<file path="src/rtl/crc32_stream.sv">
// Streaming reflected CRC-32 engine with valid/ready input, latched FCS,
// residue check and optional LSB-first FCS emission.
module crc32_stream #(
    parameter int unsigned DATA_W    = 2,
    parameter logic [31:0] INIT      = 32'hFFFF_FFFF,
    parameter logic [31:0] POLY_REFL = 32'hEDB8_8320,
    parameter logic [31:0] RESIDUE   = 32'hDEBB_20E3
) (
    input  logic              clk,
    input  logic              rst,
    input  logic              start,
    input  logic              in_valid,
    output logic              in_ready,
    input  logic [DATA_W-1:0] in_data,
    input  logic              in_last,
    input  logic              append_en,
    output logic [31:0]       fcs_out,
    output logic              crc_done,
    output logic              fcs_good,
    output logic              out_valid,
    input  logic              out_ready,
    output logic [DATA_W-1:0] out_data,
    output logic              out_last
);

    localparam int unsigned N  = 32 / DATA_W;
    localparam int unsigned KW = $clog2(N);
    localparam logic [KW-1:0] K_LAST = KW'(N - 1);

    typedef enum logic {
        RUN,
        EMIT
    } state_t;

    state_t        state;
    state_t        state_nx;
    logic [KW-1:0] k;
    logic [KW-1:0] k_nx;
    logic [31:0]   crc;
    logic [31:0]   crc_upd;
    logic          accept;

    function automatic logic [31:0] crc_next(
        input logic [31:0]       c,
        input logic [DATA_W-1:0] d
    );
        logic [31:0] r;
        logic        fb;
        r = c;
        for (int i = 0; i < DATA_W; i++) begin
            fb = r[0] ^ d[i];
            r  = (r >> 1) ^ (fb ? POLY_REFL : 32'h0);
        end
        return r;
    endfunction

    assign crc_upd = crc_next(crc, in_data);
    // start outranks data, so a beat coinciding with it is dropped
    assign accept  = in_valid && (state == RUN) && !start;

    always_ff @(posedge clk) begin
        if (rst) begin
            state <= RUN;
            k     <= '0;
        end else begin
            state <= state_nx;
            k     <= k_nx;
        end
    end

    always_comb begin
        state_nx  = state;
        k_nx      = k;
        in_ready  = 1'b0;
        out_valid = 1'b0;
        out_last  = 1'b0;
        out_data  = '0;
        unique case (state)
            RUN: begin
                in_ready = 1'b1;
                if (accept && in_last && append_en) begin
                    state_nx = EMIT;
                    k_nx     = '0;
                end
            end
            EMIT: begin
                out_valid = 1'b1;
                out_data  = fcs_out[32'(k) * DATA_W +: DATA_W];
                out_last  = (k == K_LAST);
                if (out_ready) begin
                    if (k == K_LAST) begin
                        state_nx = RUN;
                        k_nx     = '0;
                    end else begin
                        k_nx = k + KW'(1);
                    end
                end
            end
        endcase
        if (start) begin
            state_nx = RUN;
            k_nx     = '0;
        end
    end

    always_ff @(posedge clk) begin
        if (rst) begin
            crc      <= INIT;
            fcs_out  <= '0;
            fcs_good <= 1'b0;
            crc_done <= 1'b0;
        end else begin
            crc_done <= 1'b0;
            if (start) begin
                crc <= INIT;
            end else if (accept) begin
                if (in_last) begin
                    crc      <= INIT;
                    fcs_out  <= ~crc_upd;
                    fcs_good <= (crc_upd == RESIDUE);
                    crc_done <= 1'b1;
                end else begin
                    crc <= crc_upd;
                end
            end
        end
    end

endmodule

</file>
<file path="config.mk">
export PLATFORM = sky130hd
export DESIGN_NAME = crc32_stream
export DESIGN_NICKNAME = d
export VERILOG_FILES = /design/src/rtl/crc32_stream.sv
export SDC_FILE = /design/constraint.sdc
export NUM_CORES = 1
export LEC_CHECK = 0
export ABC_AREA = 1
export BUFFER_PORTS_ARGS = -buffer_cell sky130_fd_sc_hd__buf_2
export CAP_MARGIN = 5
export CORE_ASPECT_RATIO = 0.75
export CORE_MARGIN = 3
export CORE_UTILIZATION = 30
export DETAILED_ROUTE_END_ITERATION = 7
export PLACE_DENSITY = 0.48
export REMOVE_ABC_BUFFERS = 1
export SYNTH_ARGS = -nofsm -noshare
export SYNTH_HDL_FRONTEND = slang
export SYNTH_SLANG_ARGS = --single-unit
</file>
<file path="constraint.sdc">
create_clock -name clk -period 1.8 [get_ports clk]
set_input_delay 0.09 -clock clk [delete_from_list [all_inputs] [get_ports clk]]
set_output_delay 0.09 -clock clk [all_outputs]
set_load 0.01 [all_outputs]
</file>
==> metrics.md <==
| Metric | Value |
|---|---|
| Later-pin clock latency in the skew report | 0.33 ns |
| Nets | ~550 |
| Finished Core Util | 39.8% |
| Worst EP arrival | 1.65 ns |
| Number of synthesis warnings | 0 |
| Post-synth cell types | 23 |
| Max-Cap Viols | 0 |
| CTS tree | yes |
| Synthesized area | 0.00341 mm² |
| Antenna diode count | 0 |
| Port Buffer Count | 47 |
| Run status | finished, final reports clean |
| Via-per-instance ratio | 4.88 |
| Via count | around 3,400 |
| Delay contributed by the slowest stage of the critical path | 0.37 ns |
| Gr ovfl total | 0 |
| Number of setup violations in the final report | 0 |
| Global-route usage over all layers | 17.4% |
| Detailed-routing iteration count for the pre-antenna-repair pass | 5 |
| Worst Path Required | 1.71 ns |
| Number of standard-cell rows in the floorplan | 33 |
| Clk Tree Root Cell | clkbuf_16 |
| Cell class contributing the biggest share of worst-path delay | compound AO/OA/AOI/OAI gates |
| Core area | 0.0110 mm² |
| Sequential share of the synthesized area | a little over two fifths |
| CTS H-Tree Depth | 3 |
| Period minus WS final | about 1.7 ns |
| Initial standard-cell utilization of the core | 31.0% |
| Slowest library cell on the worst path | dfxtp_4 |
| Width of the die | 129 µm |
| Highest ir drop seen on vdd | 0.462 mV |
| DRC violations left | 0 |
| Final GP Congestion | 0.856 |
| Fraction of final layout cells with drive strength greater than 1 | 23.8% |
| Worst Tran Pin Value | 0.518 ns |
| Total power divided by cell area | 924 mW/mm² |
| Dpl hpwl | 7690 µm |
| First-pass GRT wire length | between 15,000 and 20,000 µm |
| Number of buffers on the longest clock path | 2 |
| Type of the worst setup path | reg2out |
| Part of the cycle the worst path needs | 96.4% |
| Largest net degree at the start of global routing | 39 |
| Drt first-iter violations | 233 |
| Number of placed I/O pins | 48 |
| Initial antenna violation count | 0 |
| DIE AREA | 0.0127 mm² |
| # clock sinks | 71 |
| Area Growth Syn to Fin | 28.5% |
| Final routed wire length divided by cell count | about 16 µm |
| Total Power Consumption | 0.00404 W |
| Critical path startpoint category | flop |
| Total count of max-transition violations in the final report | 0 |
| Total wire length | 10,700 µm |
| Slew margin rel. | 65.4% |
| Placed Cells | 669 |
| Unrepaired setup endpoints after global routing | no |
| Number of flip-flops and latches in the synthesized netlist | between 70 and 80 |
| Total placed instance area | 0.00392 mm² |
| Post-CTS clock slew at the launch and capture registers of the worst setup and hold paths | 0.06 ns |
| Filler cell count | 1,189 |
| Number of standard cells after synthesis | 484 |
| Number of buffers inserted for hold repair after clock tree synthesis | 0 |
| Hold crit path type | in2reg |
| Number of clock buffers inserted by TritonCTS | 9 |
| Via count of the first global-routing pass | 3,175 |
| Capturing element type of the critical path | output port |
| Vert. Die Dim | 98.3 µm |
| Hold Fails Final Rpt | 0 |
| F_max | 0.576 GHz |
| Syn_area_per_cell | 7.04 µm² |
| CP max FO | 11 |
| Static leakage power | around 2.2 nW |
| Cell Count, Final, Fillers Out | 687 |
| Cell breakdown of the critical path | inv_4, buf_12, o21ai_4, o22ai_2, o211ai_1, a21oi_2, buf_2 |
| Post-Layout Inst Area | around 0.0044 mm² |
| Setup Skew | 0.00574 ns |
| Sum of buffers and inverters on the critical path | 3 |
| Post-detailed-route count of antenna-violating nets | 0 |
## repair_timing
item / 4_1_cts / 5_1_grt
gates cloned: 0 / 1
endpoints found under the setup margin: 2 / 3
setup buffers: 0 / 1
pin swaps: 3 / 7
resized for setup: 12 / 29
## final timing paths
kind	end	start	cells past startpoint	slack (ns)
worst max-delay path	out_data[1]	k[0]$_SDFFE_PP0P_	7	0.06
worst min-delay path	state$_SDFF_PP0_	append_en	3	0.05
worst max register to register	crc[1]$_SDFFE_PP1N_	state$_SDFF_PP0_	6	0.14
worst min register to register	fcs_out[6]$_SDFFE_PP0P_	crc[8]$_SDFFE_PP1N_	1	0.44
## worst register-to-register path, cell delays in order (launching register included)
cell,delay (ns)
dfxtp_1,0.33
inv_2,0.12
nand3b_1,0.21
buf_12,0.24
inv_2,0.42
nand2_1,0.13
o211ai_1,0.12
## cell usage in the layout, fill, tap and decap left out, types with 2 or more instances in the layout
cell type     n
clkinvlp_4    2
nand3b_1      3
nand2_2      16
nand2_1     103
bufinv_16     2
dfxtp_4       2
inv_2         3
nand2_4       2
buf_2        47
inv_1        54
buf_6         3
buf_4        17
buf_12        5
o21ai_2       2
clkinv_2      2
o221ai_1      2
o211ai_1     42
o21ai_1       5
nor2_2        4
a21oi_1      27
nand3_1      27
nor2_1       40
a31oi_1       5
clkbuf_16    10
a21oi_2       5
dfxtp_1      69
o21ai_0      37
## final cells by class
| type | instances | area (µm²) | share of cell area [%] |
|---|---|---|---|
| Multi-Input combinational cell | 326 | 1690 | 38.5 |
| Sequential cell | 71 | 1430 | 32.6 |
| Timing Repair Buffer | 74 | 537 | 12.3 |
| Inverter | 60 | 235 | 5.37 |
| Clock buffer | 10 | 229 | 5.23 |
| Tap cell | 140 | 175 | 4.00 |
| Clock inverter | 6 | 85.1 | 1.94 |
## per-stage QoR
step	setup slack [ns]	hold WS [ns]	TNS [ns]
after global placement	0.200	0.393	0
after floorplan	-2.78	0.162	-163.62
final	0.0645	0.0511	0
after global routing	0.000970	0.0616	0
after detailed placement	0.185	0.390	0
after CTS	0.0118	0.0368	0
## registers in the layout (all words and copies together) (netlist names)
name      cells
k             4
fcs_good      1
crc_done      1
crc          32
fcs_out      32
state         1
## cells by family after synthesis
| kind of cell | Yosys count | synth area share (%) |
|---|---|---|
| AND/OR/NAND/NOR | 197 | 24.9 |
| flip-flops | 71 | 41.7 |
| buffers and inverters | 87 | 10.6 |
| adder cells (fa/ha/maj) | 1 | 0.367 |
| AO/OA/AOI/OAI | 128 | 22.4 |
## Yosys cell counts (all sizes together)
| library cell | count | area (µm²) |
|---|---|---|
| clkinv | 2 | 7.51 |
| a21oi | 32 | 160 |
| o22ai | 1 | 6.26 |
| dfxtp | 71 | 1420 |
| buf | 20 | 109 |
| nor2 | 45 | 174 |
| o211ai | 42 | 315 |
| a31oi | 5 | 31.3 |
| nand3b | 3 | 22.5 |
| o221ai | 3 | 26.3 |
| clkbuf | 7 | 26.3 |
| nand3 | 27 | 135 |
| o21ai | 45 | 225 |
| ha | 1 | 12.5 |
| nand2 | 121 | 509 |
| or2 | 1 | 6.26 |
| inv | 58 | 218 |
## layer usage
layer | share of wire (%) | GRT usage, %
met1 | 52 | 26.3
met2 | 41 | 24.7
met3 | 5.7 | 4.65
met4 | 1.2 | 3.39
met5 | 0 | 0
## report_power, final
| part | internal, W | switching (W) |
|---|---|---|
| clock network | 0.00121 | 0.000683 |
| logic | 0.000176 | 0.000295 |
| registers | 0.00163 | 0.0000518 |
(Power assumes the default switching activity.)
